==> config.mk <==
export PLATFORM = sky130hd
export DESIGN_NAME = uartx_rx
export DESIGN_NICKNAME = d
export VERILOG_FILES = /design/src/rtl/uartx_rx.sv
export SDC_FILE = /design/constraint.sdc
export NUM_CORES = 1
export LEC_CHECK = 0
export CAP_MARGIN = 20
export CORE_UTILIZATION = 55
export DETAILED_ROUTE_END_ITERATION = 12
export PLACE_DENSITY = 0.76
export SETUP_SLACK_MARGIN = 0.3
export SKIP_CTS_REPAIR_TIMING = 1
export SLEW_MARGIN = 40
export SYNTH_ARGS = -nofsm -noshare
export SYNTH_HDL_FRONTEND = slang
export SYNTH_SLANG_ARGS = --single-unit
==> constraint.sdc <==
create_clock -name clock -period 3.81 [get_ports clock]
set_input_delay 0.5715 -clock clock [delete_from_list [all_inputs] [get_ports clock]]
set_output_delay 0.5715 -clock clock [all_outputs]
set_load 0.005 [all_outputs]
==> src/rtl/uartx_rx.sv <==
// UARTx 16-bit receiver: two 8N1 frames (low byte first) -> one word with a VALID strobe.
// Build option UARTX_RX_MAJORITY_EN: 3-sample majority vote around each sample point.
module uartx_rx #(
   parameter int BIT_CYCLES = 51,
   parameter int GAP_BITS   = 4
) (
   input  logic        clock,
   input  logic        reset,
   input  logic        rx,
   output logic [15:0] DATA,
   output logic        VALID,
   output logic        busy,
   output logic        frame_err,
   output logic        timeout_err
);

   localparam int GAP_CYCLES = GAP_BITS * BIT_CYCLES;
   localparam int CW         = $clog2(GAP_CYCLES + 1);
`ifdef UARTX_RX_MAJORITY_EN
   localparam int OFS = 1;
`else
   localparam int OFS = 0;
`endif
   localparam logic [CW-1:0] START_PT = CW'(BIT_CYCLES / 2 - 1 + OFS);
   localparam logic [CW-1:0] BIT_END  = CW'(BIT_CYCLES - 1);
   localparam logic [CW-1:0] GAP_END  = CW'(GAP_CYCLES - 1);

   typedef enum logic [2:0] {
      ST_IDLE, ST_START_CHK, ST_DATA, ST_STOP, ST_GAP, ST_WAIT_HI
   } state_t;

   state_t          state, state_nxt;
   logic [CW-1:0]   cnt, cnt_nxt;
   logic [2:0]      bit_cnt, bit_nxt;
   logic [7:0]      shift, shift_nxt;
   logic [7:0]      low_byte, low_nxt;
   logic            byte_sel, sel_nxt;
   logic [15:0]     data_nxt;
   logic            valid_nxt, ferr_nxt, terr_nxt;
   logic            bit_tick;
   logic            rx_m, rx_s, rx_d;
   logic            fall, sample;

`ifdef UARTX_RX_MAJORITY_EN
   logic rx_d2;
   // Decision one cycle late: rx_d2/rx_d/rx_s cover target-1, target, target+1.
   always_ff @(posedge clock or negedge reset) begin
      if (!reset) rx_d2 <= 1'b1;
      else        rx_d2 <= rx_d;
   end
   assign sample = (rx_s & rx_d) | (rx_s & rx_d2) | (rx_d & rx_d2);
`else
   assign sample = rx_s;
`endif

   always_ff @(posedge clock or negedge reset) begin
      if (!reset) begin
         rx_m <= 1'b1;
         rx_s <= 1'b1;
         rx_d <= 1'b1;
      end else begin
         rx_m <= rx;
         rx_s <= rx_m;
         rx_d <= rx_s;
      end
   end

   assign fall = rx_d & ~rx_s;
   assign busy = (state != ST_IDLE) | byte_sel;

   always_ff @(posedge clock or negedge reset) begin
      if (!reset) begin
         state       <= ST_IDLE;
         cnt         <= '0;
         bit_cnt     <= '0;
         shift       <= '0;
         low_byte    <= '0;
         byte_sel    <= 1'b0;
         DATA        <= '0;
         VALID       <= 1'b0;
         frame_err   <= 1'b0;
         timeout_err <= 1'b0;
      end else begin
         state       <= state_nxt;
         cnt         <= cnt_nxt;
         bit_cnt     <= bit_nxt;
         shift       <= shift_nxt;
         low_byte    <= low_nxt;
         byte_sel    <= sel_nxt;
         DATA        <= data_nxt;
         VALID       <= valid_nxt;
         frame_err   <= ferr_nxt;
         timeout_err <= terr_nxt;
      end
   end

   always_comb begin
      state_nxt = state;
      bit_nxt   = bit_cnt;
      shift_nxt = shift;
      low_nxt   = low_byte;
      sel_nxt   = byte_sel;
      data_nxt  = DATA;
      valid_nxt = 1'b0;
      ferr_nxt  = 1'b0;
      terr_nxt  = 1'b0;
      bit_tick  = 1'b0;
      case (state)
         ST_IDLE: if (fall) state_nxt = ST_START_CHK;
         ST_START_CHK: begin
            if (cnt == START_PT) begin
               if (sample) state_nxt = byte_sel ? ST_GAP : ST_IDLE;
               else begin
                  state_nxt = ST_DATA;
                  bit_nxt   = '0;
               end
            end
         end
         ST_DATA: begin
            if (cnt == BIT_END) begin
               shift_nxt = {sample, shift[7:1]};
               bit_tick  = 1'b1;
               bit_nxt   = bit_cnt + 3'd1;
               if (bit_cnt == 3'd7) state_nxt = ST_STOP;
            end
         end
         ST_STOP: begin
            if (cnt == BIT_END) begin
               if (!sample) begin
                  ferr_nxt  = 1'b1;
                  sel_nxt   = 1'b0;
                  state_nxt = ST_WAIT_HI;
               end else if (!byte_sel) begin
                  low_nxt   = shift;
                  sel_nxt   = 1'b1;
                  state_nxt = ST_GAP;
               end else begin
                  data_nxt  = {shift, low_byte};
                  valid_nxt = 1'b1;
                  sel_nxt   = 1'b0;
                  state_nxt = ST_IDLE;
               end
            end
         end
         ST_GAP: begin
            // A start edge beats a timeout landing on the same cycle.
            if (fall) state_nxt = ST_START_CHK;
            else if (cnt == GAP_END) begin
               terr_nxt  = 1'b1;
               sel_nxt   = 1'b0;
               state_nxt = ST_IDLE;
            end
         end
         ST_WAIT_HI: if (rx_s) state_nxt = ST_IDLE;
         default: state_nxt = ST_IDLE;
      endcase

      if (state_nxt != state || bit_tick || state == ST_IDLE || state == ST_WAIT_HI)
         cnt_nxt = '0;
      else
         cnt_nxt = cnt + CW'(1);
   end

endmodule
After elaboration in Yosys (flattened, before gate mapping)
Index checks and enable logic that the tools add are counted.
Widths: inputs -> output; s select.
{"block": "classes", "n_addsub": 2, "eq_ne": 16, "muxes": 36, "bitwise": 4, "reduce_logical": 12}
{"op": "$mux 3", "n": 15}
{"op": "$pmux 3 s6", "n": 1}
{"op": "$mux 1", "n": 17}
{"op": "$reduce_and 4->1", "n": 4}
{"op": "$ne 2x2->1 const B", "n": 6}
{"op": "$eq 3x3->1 const B", "n": 3}
{"op": "$add 8x1->8 const B", "n": 1}
{"op": "$eq 8x5->1 const B", "n": 1}
{"op": "$eq 8x6->1 const B", "n": 1}
{"op": "$eq 8x8->1 const B", "n": 1}
{"op": "$mux 8", "n": 1}
{"op": "$eq 3x2->1 const B", "n": 2}
{"op": "$pmux 3 s2", "n": 1}
{"op": "$reduce_bool 2->1", "n": 2}
{"op": "$add 3x1->3 const B", "n": 1}
{"op": "$eq 3x1->1 const B", "n": 1}
{"op": "$logic_not 3->1", "n": 1}
{"op": "$logic_or 1x1->1", "n": 3}
{"op": "$ne 3x3->1", "n": 1}
{"op": "$reduce_bool 3->1", "n": 1}
{"op": "$not 1->1", "n": 2}
{"op": "$pmux 1 s2", "n": 1}
{"op": "$reduce_and 2->1", "n": 1}
{"op": "$and 1x1->1", "n": 1}
{"op": "$or 1x1->1", "n": 1}
{"block": "totals", "ff_bits": 53, "inputBits": 3, "output_inout_bits": 20, "wordCells": 83}

Longest topological paths before layout
Gate-level depths: netlist of the first run.
{"block": "logic_depth", "ltp_word": 9, "depth_mapped": 8, "depth_no_buf": 7}

Worst setup path before layout of the first run
Ideal clock, no wire load.
{"block": "synth_path", "path_type": "flip-flop to flip-flop", "startpoint": "register cnt[0]", "endpoint": "register DATA[10]", "setup_time_ps": 125, "arrival_time_ps": 1723, "required_ps": 3685, "slack_ps": 1962, "path_stages_with_launch": 9, "n_path_buf": 2, "period_less_slack_ps": 1848, "path_cell_list": "dfrtp_1 > inv_1 > ha_1 > and4b_4 > and2_4 > and3_1 > buf_6 > buf_12 > mux2_4"}
{"block": "synth_between", "elab_chain_cells": 2}
{"element": "from (decl)", "line_no": "33", "rtl": "logic [CW-1:0] cnt, cnt_nxt;"}
{"element": "from (signal assigned)", "line_no": "85", "rtl": "cnt <= cnt_nxt;"}
{"element": "$eq 8x6->1", "line_no": "128", "rtl": "if (cnt == BIT_END) begin"}
{"element": "$reduce_and 4->1 (no line)"}
{"element": "to (signal assigned)", "line_no": "90", "rtl": "DATA <= data_nxt;"}
{"element": "to (decl)", "line_no": "10", "rtl": "output logic [15:0] DATA,"}
No other way between the ends.
A chain may end at the register's enable or synchronous reset.

Worst setup path after layout of the first run
{"block": "layout_path", "startpoint": "register state[0]", "endpoint": "output port busy"}
{"block": "layout_between", "elab_chain_cells": 2}
{"element": "from (decl)", "line_no": "32", "rtl": "state_t state, state_nxt;"}
{"element": "from (signal assigned)", "line_no": "84", "rtl": "state <= state_nxt;"}
{"element": "$reduce_bool 3->1", "line_no": "69", "rtl": "assign busy = (state != ST_IDLE) | byte_sel;"}
{"element": "$or 1x1->1", "line_no": "69"}
{"element": "to (decl)", "line_no": "12", "rtl": "output logic busy,"}
No other way between the ends.

==> results of run 1 <==
==> Yosys cell counts (all sizes together) <==
| library cell | number | area [sq um] |
|---|---|---|
| o21ai | 5 | 25.0 |
| ha | 5 | 62.6 |
| mux2 | 26 | 327 |
| a31o | 1 | 8.76 |
| o211ai | 1 | 7.51 |
| xor2 | 3 | 26.3 |
| xnor2 | 3 | 26.3 |
| and3 | 4 | 26.3 |
| nand3 | 6 | 30.0 |
| a22oi | 1 | 12.5 |
| dfrtp | 50 | 1250 |
| a21oi | 4 | 20.0 |
| a21o | 1 | 7.51 |
| a22o | 2 | 17.5 |
| or3b | 2 | 17.5 |
| nor3 | 8 | 62.6 |
| inv | 4 | 15.0 |
| nor4 | 1 | 6.26 |
| or2b | 1 | 8.76 |
| and2 | 2 | 15.0 |
| nor4b | 1 | 8.76 |
| a32oi | 2 | 17.5 |
| o31a | 1 | 8.76 |
| and4bb | 1 | 12.5 |
| and2b | 1 | 7.51 |
| nor2b | 4 | 25.0 |
| nand4b | 2 | 17.5 |
| and4b | 1 | 13.8 |
| nor3b | 1 | 7.51 |
| buf | 6 | 51.3 |
| nand2 | 28 | 105 |
| dfstp | 3 | 78.8 |
| or3 | 1 | 11.3 |
| nor2 | 11 | 43.8 |
| nand4 | 1 | 12.5 |
| o2111ai | 2 | 17.5 |
==> worst max path at each step <==
stage                          end  slack (ps)  cells after the start
final                         busy        1590                      3
after global routing          busy        1500                      3
after CTS                     busy        1600                      3
after detailed placement   DATA[1]        1670                      6
after global placement     DATA[4]        1470                      6
after floorplan           DATA[10]        1960                      8
==> flip-flops by register name (all words and copies together) (netlist names) <==
register     flops
VALID            1
rx_m             1
byte_sel         1
state            3
frame_err        1
rx_d             1
cnt              8
timeout_err      1
DATA            16
low_byte         8
rx_s             1
shift            8
bit_cnt          3
==> power by group <==
group	internal (W)	leakage [nW]	switching, W
combinational	0.0000849	0.525	0.0000926
clock	0.000214	0.0574	0.000183
sequential	0.000598	0.719	0.0000621
==> kinds of logic (layout without fill, tap and decap cells) <==
logic type               after synthesis  after routing  share of synthesized area (%)
buffers and inverters                 10             34                           2.75
adder cells (fa/ha/maj)                5              5                           2.59
AND/OR/NAND/NOR                       76             76                           17.9
multiplexers                          26             26                           13.5
XOR/XNOR                               6              6                           2.18
flip-flops                            53             53                           55.1
AO/OA/AOI/OAI                         20             20                           5.91
==> worst reg2reg max path: stages (launching register included) <==
cell and delay (ps):
dfrtp_1 410, inv_1 90, ha_1 160, and4b_4 280, and2_4 180, and3_2 500
mux2_2 410
==> final cells by class <==
class / instances / share of cell area, %
clock buffers: 6 / 2.99
clock inverters: 2 / 1.36
inverters: 4 / 0.543
multi-input cells: 133 / 36.8
flip-flops and latches: 53 / 48.1
well taps: 50 / 2.26
repair buffers: 22 / 7.88
==> through the flow <==
step / instances / total power [W] / hold slack [ps]
3_5_place_dp: 262 / 0.000845 / 349
4_1_cts: 270 / 0.00124 / 300
2_1_floorplan: 196 / 0.000794 / 276
3_3_place_gp: 262 / 0.000838 / 348
5_1_grt: 270 / 0.00129 / 313
6_report: 270 / 0.00123 / 261
==> per-layer routing <==
metal	up-vias	share of wire, %
met2	32	48
li1	732	-
met1	798	47
met4	0	1.3
met5	-	0
met3	6	4.3
==> summary.md, run 1 <==
| Metric | Value |
|---|---|
| GR Layer Usage met1 | 30.0% |
| Detailed-route wire length per cell | 15.9 um |
| Slew margin rel. | 57.7% |
| Crit Path Class | reg -> out |
| Unrepaired setup endpoints after global routing | false |
| DR vias/cell | 5.81 |
| Register area | 1330 sq um |
| Cells after synthesis | 196 |
| CTS clk-pin slew, worst paths | 90 ps |
| Endpoint type of the worst setup path | primary output |
| Peak VDD IR | 257 uV |
| Delay-heaviest family, CP | flip-flops |
| Critical Path AT | 1650 ps |
| Nets | 227 |
| Setup TNS | 0 ps |
| Fill cell count | 300 |
| HPWL after DPL | 2920 um |
| CP Max Fanout | 10 |
| Post-DP Area | 2640 sq um |
| Syn_area_per_cell | 12.3 sq um |
| Worst R2R Path Depth | 6 |
| Synth Warn # | 0 |
| Dpl ws | 1670 ps |
| Total core area | 4120 sq um |
| Final Setup Violations | 0 |
| Most common cell after layout, fill and taps aside | dfrtp_1 |
| First-pass GRT wire length | 7090 um |
| Fin area | 2760 sq um |
| Met3 usage | 6.17% |
| Post-synth net total | 204 |
| Final Hold Viols | 0 |
| Worst path required time | 3240 ps |
| Min cycle time layout | 2220 ps |
| Area of the multi-input gates | 1020 sq um |
| Total wire length | 4300 um |
| Fmax achieved | 450 MHz |
| CP Launch Type | register |
| Vias post-DR | 1568 |
| Cell area after synthesis | 2410 sq um |
| Class of the worst hold path | in -> async |
| Worst r2r src | cnt[0] |
| CTS Buffer Depth | 2 |
| Vias in the first global route | 1460 |
| Clock Tree Root | clkbuf_8 |
| R2r setup slk | 1680 ps |
| Count of pins over their slew limit | 0 |
| # rows | 23 |
| Worst slew pin tran | 635 ps |
| CP Cell Sequence | nor2_1, nand2_1, clkdlybuf4s50_1 |
| Die H | 68.2 um |
| CP startpoint | state[0] |
| Worst skew pair latency | 310 ps |
| # clock sinks | 53 |
| Slowest stage delay, CP | 510 ps |
| Worst setup margin | 1590 ps |
| # IOs | 23 |
| Commonest non-fill, non-tap cells in the layout | dfrtp_1, nand2_1, clkdlybuf4s50_1 |
| Total GRT Usage | 21.3% |
| CTS tree | built |
| Drt pass-1 iters | 4 |
| Grt total ovfl | 0 |
| Routability-driven placement congestion ratio | 0.908 |
| Final Skew | 11.8 ps |
| Tcrit/Tclk final | 58.3% |
| DIE WIDTH | 68.2 um |
| CTS Buf Count | 5 |
| Synth unique cells | 44 |
| Global route hottest layer | met2 |
| Initial drt markers | 126 |
| Lkg Pwr | 1.30 nW |
| Max stage delay cell, worst path | dfrtp_1 |
| Met2 usage in global routing | 30.9% |
| Share of post-route cells with drive strength above 1 | 23.6% |
| Port buffer count | 22 |
| Final ANT Viol Nets | 0 |
| Max_cap viols | 0 |
| Initial core utilization | 58.6% |
| #FFs+latches synth | 53 |
| Status | completed |
| Post-Route Utilization | 67.1% |
| Pin count of the biggest net entering global routing | 54 |
| Worst Path Buf+Inv | 1 |
| Reg2Reg Capture Point | DATA[1] |
| # DRC | 0 |
| Post-synthesis sequential area ratio | 55.1% |
| Power density cells | 447 nW/um^2 |
| Initial antenna violation count | 0 |
| Layout area overhead | 14.5% |
| ANT cells | 0 |
| Die area | 4650 sq um |
| H-tree Lvls | 2 |
No activity file was read; power rests on OpenSTA's default activity.
==> run 2, diff against run 1 <==
==> constraint.sdc (replaced) <==
create_clock -name clock -period 2.07 [get_ports clock]
set_input_delay 0.3105 -clock clock [delete_from_list [all_inputs] [get_ports clock]]
set_output_delay 0.3105 -clock clock [all_outputs]
set_load 0.005 [all_outputs]
==> run 2 against run 1 <==
Compared with the run above: sequential power is 86% higher; non-clock buffer count rose by 18; setup slack worse by 1600 ps; die area unchanged; critical path depth up 4; clock-buffer cell count did not move; sequential cell count is the same; combinational power rose to 2.8 times the previous value; critical path type is now reg -> reg; critical endpoint is now cnt[2].
==> summary.md, run 2 (synthesized netlist as in run 1, its figures left out) <==
| Metric | Value |
|---|---|
| Status | completed |
| Most common cell after layout, fill and taps aside | dfrtp_1 |
| Post-DP Area | 2710 sq um |
| H-tree Lvls | 2 |
| CTS Buf Count | 5 |
| Final Hold Viols | 0 |
| Share of post-route cells with drive strength above 1 | 34.9% |
| # IOs | 23 |
| Fin area | 3060 sq um |
| Critical Path AT | 2280 ps |
| Peak VDD IR | 573 uV |
| Port buffer count | 22 |
| Final Setup Violations | 0 |
| Worst path required time | 2290 ps |
| Register area | 1340 sq um |
| Post-Route Utilization | 74.2% |
| Slew margin rel. | 58.3% |
| Total GRT Usage | 21.4% |
| Worst slew pin tran | 625 ps |
| Final Hold Slack | 3.25 ps |
| Reg2Reg Capture Point | cnt[2] |
| CP Launch Type | register |
| Endpoint type of the worst setup path | register |
| Layout area overhead | 26.7% |
| # clock sinks | 53 |
| Total wire length | 5590 um |
| Max reg flops | 16 |
| Worst R2R Path Depth | 7 |
| Die area | 4650 sq um |
| Min cycle time layout | 2060 ps |
| Max_cap viols | 0 |
| Drt pass-1 iters | 5 |
| Routability-driven placement congestion ratio | 0.922 |
| Detailed-route wire length per cell | 19.4 um |
| Worst skew pair latency | 310 ps |
| Class of the worst hold path | in -> async |
| Vias post-DR | 1782 |
| DIE WIDTH | 68.2 um |
| CP startpoint | cnt[0] |
| Die H | 68.2 um |
| CTS clk-pin slew, worst paths | 100 ps |
| Vias in the first global route | 1458 |
| R2r setup slk | 10 ps |
| Initial drt markers | 167 |
| Fill cell count | 249 |
| Count of pins over their slew limit | 0 |
| Clock Tree Root | clkbuf_8 |
| Delay-heaviest family, CP | compound AO/OA/AOI/OAI gates |
| Initial antenna violation count | 0 |
| Grt total ovfl | 0 |
| Crit Path Class | reg -> reg |
| DR vias/cell | 6.19 |
| # rows | 23 |
| CP Cell Sequence | inv_2, ha_4, and4b_4, and2_4, o21ai_0, a22oi_2, nor3_1 |
| Fmax achieved | 486 MHz |
| Total core area | 4120 sq um |
| CTS Buffer Depth | 2 |
| Slowest stage delay, CP | 430 ps |
| Pin count of the biggest net entering global routing | 28 |
| Nets | 245 |
| Levels on crit path | 7 |
| Commonest non-fill, non-tap cells in the layout | dfrtp_1, nand2_1, clkdlybuf4s50_1 |
| ANT cells | 0 |
| Power density cells | 797 nW/um^2 |
| Initial core utilization | 58.6% |
| Worst r2r src | cnt[0] |
| Area of the multi-input gates | 1110 sq um |
| Worst Setup EP | cnt[2] |
| CP Max Fanout | 6 |
| Most flops, register | DATA |
| Setup TNS | 0 ps |
| Tcrit/Tclk final | 99.5% |
| Unrepaired setup endpoints after global routing | true |
| # DRC | 0 |
| First-pass GRT wire length | 7080 um |
| CTS tree | built |
| HPWL after DPL | 3120 um |
| Final Skew | 10.9 ps |
| Final ANT Viol Nets | 0 |
| Layout Cells excl Fill | 288 |
| Worst Path Buf+Inv | 1 |
| Max stage delay cell, worst path | o21ai_0 |
| Cells after DPL | 266 |
| Lkg Pwr | 1.41 nW |
[run 2: cell types whose count changed in the layout (fill, tap and decap cells not counted), moves of 3 or more]
cell     delta
buf_4      +10
buf_12      +3
mux2_2      -7
mux2_4      +7
dfrtp_2     +5
dfrtp_1     -5
[run 2: worst reg2reg max path: stages (launching register included)]
cell and delay [ps]:
dfrtp_1 400, inv_2 70, ha_4 150, and4b_4 230, and2_4 180, o21ai_0 430
a22oi_2 250, nor3_1 250
[run 2: worst min path at each step]
stage | end | slack, ps | from
after floorplan | DATA[0] | 10 | reset
after CTS | DATA[14] | 20 | reset
final | DATA[14] | 3 | reset
after global placement | timeout_err | 350 | reset
after global routing | DATA[6] | 50 | reset
after detailed placement | rx_s | 350 | rx_m
[run 2: routing by layer]
layer / vias to the layer above / global-route usage (%) / part of all wire [%]
met2: 108 / 32.6 / 45
met4: 0 / 8.07 / 4.6
met1: 874 / 28.9 / 43
met3: 34 / 6.00 / 7.4
met5: - / 0 / 0
li1: 766 / - / -
[run 2: final cells by class]
type / count / area share, %
sequential: 53 / 43.7
multi-input combinational: 133 / 36.4
timing repair buffer: 40 / 13.7
clock buffer: 6 / 2.38
tap: 50 / 2.05
clock inverter: 2 / 1.27
inverter: 4 / 0.491
[run 2: per-stage QoR]
step / setup slack [ps] / total power, W
2_1_floorplan: 222 / 0.00146
3_3_place_gp: 190 / 0.00154
3_5_place_dp: 114 / 0.00156
4_1_cts: 87.0 / 0.00226
5_1_grt: -39.6 / 0.00251
6_report: 11.0 / 0.00244
[run 2: where the power goes]
| group | switching, W | total (W) | internal [W] |
|---|---|---|---|
| registers | 0.000125 | 0.00123 | 0.00111 |
| logic | 0.000264 | 0.000501 | 0.000236 |
| clock network | 0.000340 | 0.000704 | 0.000363 |
==> run 3, diff against run 2 <==
--- a/config.mk
+++ b/config.mk
@@ -6,9 +6,9 @@
 export NUM_CORES = 1
 export LEC_CHECK = 0
 export CAP_MARGIN = 20
-export CORE_UTILIZATION = 55
+export CORE_UTILIZATION = 51
 export DETAILED_ROUTE_END_ITERATION = 12
-export PLACE_DENSITY = 0.76
+export PLACE_DENSITY = 0.74
 export SETUP_SLACK_MARGIN = 0.3
 export SKIP_CTS_REPAIR_TIMING = 1
 export SLEW_MARGIN = 40
==> constraint.sdc (replaced) <==
create_clock -name clock -period 1.75 [get_ports clock]
set_input_delay 0.2625 -clock clock [delete_from_list [all_inputs] [get_ports clock]]
set_output_delay 0.2625 -clock clock [all_outputs]
set_load 0.005 [all_outputs]
==> run 3 against run 2 <==
Compared with the run above: the flow now finishes with violations (DRC, setup timing); utilization increased by 3.5 points; fmax increased by 7.7%; register-to-register slack got worse by 170 ps; critical path type unchanged; sequential power increased by 13%; clock-buffer cell count unchanged; final cell count increased by 15%; sequential cell count unchanged; routed wire length increased by 1.2%; setup slack got worse by 170 ps.
==> summary.md, run 3 (synthesized netlist as in run 1, its figures left out) <==
| Metric | Value |
|---|---|
| Status | finished with violations |
| Violated checks | DRC, setup timing |
| Peak VDD IR | 869 uV |
| # rows | 24 |
| Final Setup Violations | 35 |
| Cells after DPL | 299 |
| Initial antenna violation count | 0 |
| Worst path required time | 1940 ps |
| CP Max Fanout | 4 |
| Clock Tree Root | clkbuf_8 |
| Vias in the first global route | 1713 |
| Initial core utilization | 54.3% |
| Total Power | 0.00289 W |
| Grt total ovfl | 0 |
| Total core area | 4440 sq um |
| CTS Buffer Depth | 2 |
| Total wire length | 5660 um |
| Fmax achieved | 523 MHz |
| Final ANT Viol Nets | 0 |
| Slew margin rel. | 70.9% |
| Fill cell count | 266 |
| Final Hold Viols | 0 |
| Area of the multi-input gates | 1180 sq um |
| Power density cells | 836 nW/um^2 |
| Count of pins over their slew limit | 0 |
| DR vias/cell | 5.51 |
| Layout Cells excl Fill | 330 |
| Initial drt markers | 97 |
| # DRC | 8 |
| DIE WIDTH | 70.8 um |
| Routability-driven placement congestion ratio | 0.906 |
| Min cycle time layout | 1910 ps |
| Share of post-route cells with drive strength above 1 | 44.2% |
| Most flops, register | DATA |
| Lkg Pwr | 1.80 nW |
| Critical Path AT | 2110 ps |
| Port buffer count | 22 |
| Detailed-route wire length per cell | 17.1 um |
| Max reg flops | 16 |
| CTS Buf Count | 5 |
| Pin count of the biggest net entering global routing | 37 |
| Layout area overhead | 43.3% |
| CTS clk-pin slew, worst paths | 90 ps |
| Tcrit/Tclk final | 109% |
| CP Launch Type | register |
| Final Skew | 8.07 ps |
| Worst skew pair latency | 310 ps |
| ANT cells | 0 |
| Class of the worst hold path | in -> reg |
| Register area | 1330 sq um |
| Worst setup margin | -162 ps |
| Die area | 5010 sq um |
| H-tree Lvls | 2 |
| HPWL after DPL | 3200 um |
| Vias post-DR | 1819 |
| First-pass GRT wire length | 7980 um |
| Total GRT Usage | 20.3% |
| Endpoint type of the worst setup path | register |
| Die H | 70.8 um |
| Commonest non-fill, non-tap cells in the layout | dfrtp_1, buf_4, nand2_1 |
| Drt pass-1 iters | 8 |
| # IOs | 23 |
| Worst slew pin tran | 436 ps |
| CTS tree | built |
| Unrepaired setup endpoints after global routing | true |
| Nets | 285 |
| Crit Path Class | reg -> reg |
| Most common cell after layout, fill and taps aside | dfrtp_1 |
| # clock sinks | 53 |
| Max_cap viols | 0 |
## run 3: changes by cell type in the layout (fill, tap and decap cells not counted), sizes merged
cell | previous run | this run
buf | 16 | 55
clkdlybuf4s50 | 21 | 12
dlymetal6s2s | 0 | 9
clkinvlp | 0 | 2
bufinv | 1 | 0
clkinv | 1 | 0
dlygate4sd3 | 0 | 1
## run 3: cell type report
type                            count  share of cell area, %
Inverter                            4                  0.434
Tap cell                           52                   1.88
Timing Repair Buffer               80                   22.5
Multi-Input combinational cell    133                   34.1
Clock buffer                        6                   2.10
Clock inverter                      2                  0.434
Sequential cell                    53                   38.5
## run 3: where the power goes
part	internal (W)	leakage, nW	switching, W	total [W]
combinational	0.000429	1.05	0.000390	0.000819
sequential	0.00130	0.718	0.0000890	0.00139
clock	0.000282	0.0374	0.000395	0.000677
total	0.00202	1.80	0.000874	0.00289
## run 3: critical path, cell delays in order, from the launching register on
cell and delay, ps:
dfrtp_1 410, inv_2 90, ha_4 110, and4b_4 290, nand4_4 110, nor3_4 290
clkbuf_16 200, mux2_4 300
## run 3: through the flow
| step | setup slack, ps | hold slack, ps | TNS [ps] | util (%) | cell area (sq um) |
|---|---|---|---|---|---|
| 2_1_floorplan | -97.6 | -33.1 | -1380 | - | 2420 |
| 3_3_place_gp | -81.9 | 225 | -1580 | 66.2 | 2940 |
| 3_5_place_dp | -126 | 225 | -2640 | 66.2 | 2940 |
| 4_1_cts | -181 | -103 | -4240 | 68.2 | 3030 |
| 5_1_grt | -221 | 353 | -6160 | 77.8 | 3460 |
| 6_report | -162 | 356 | -4030 | 77.8 | 3460 |
## run 3: per-layer routing
| metal | global-route usage, % | wire length, um | part of all wire (%) |
|---|---|---|---|
| met1 | 28.2 | 2580 | 46 |
| met2 | 33.0 | 2790 | 49 |
| met3 | 3.42 | 197 | 3.5 |
| met4 | 6.00 | 88 | 1.6 |
| met5 | 0 | 0 | 0 |
## run 3: worst paths after layout
path	start	end	slack (ps)	depth (start not counted)
max in group asynchronous	reset	rx_s	740	3
worst min-delay path	rx	rx_m	360	1
worst min register to register	rx_m	rx_s	360	0
worst max-delay path	cnt[0]	low_byte[7]	-160	7
min in group asynchronous	reset	state[0]	420	2
worst max register to register	cnt[0]	low_byte[7]	-160	7
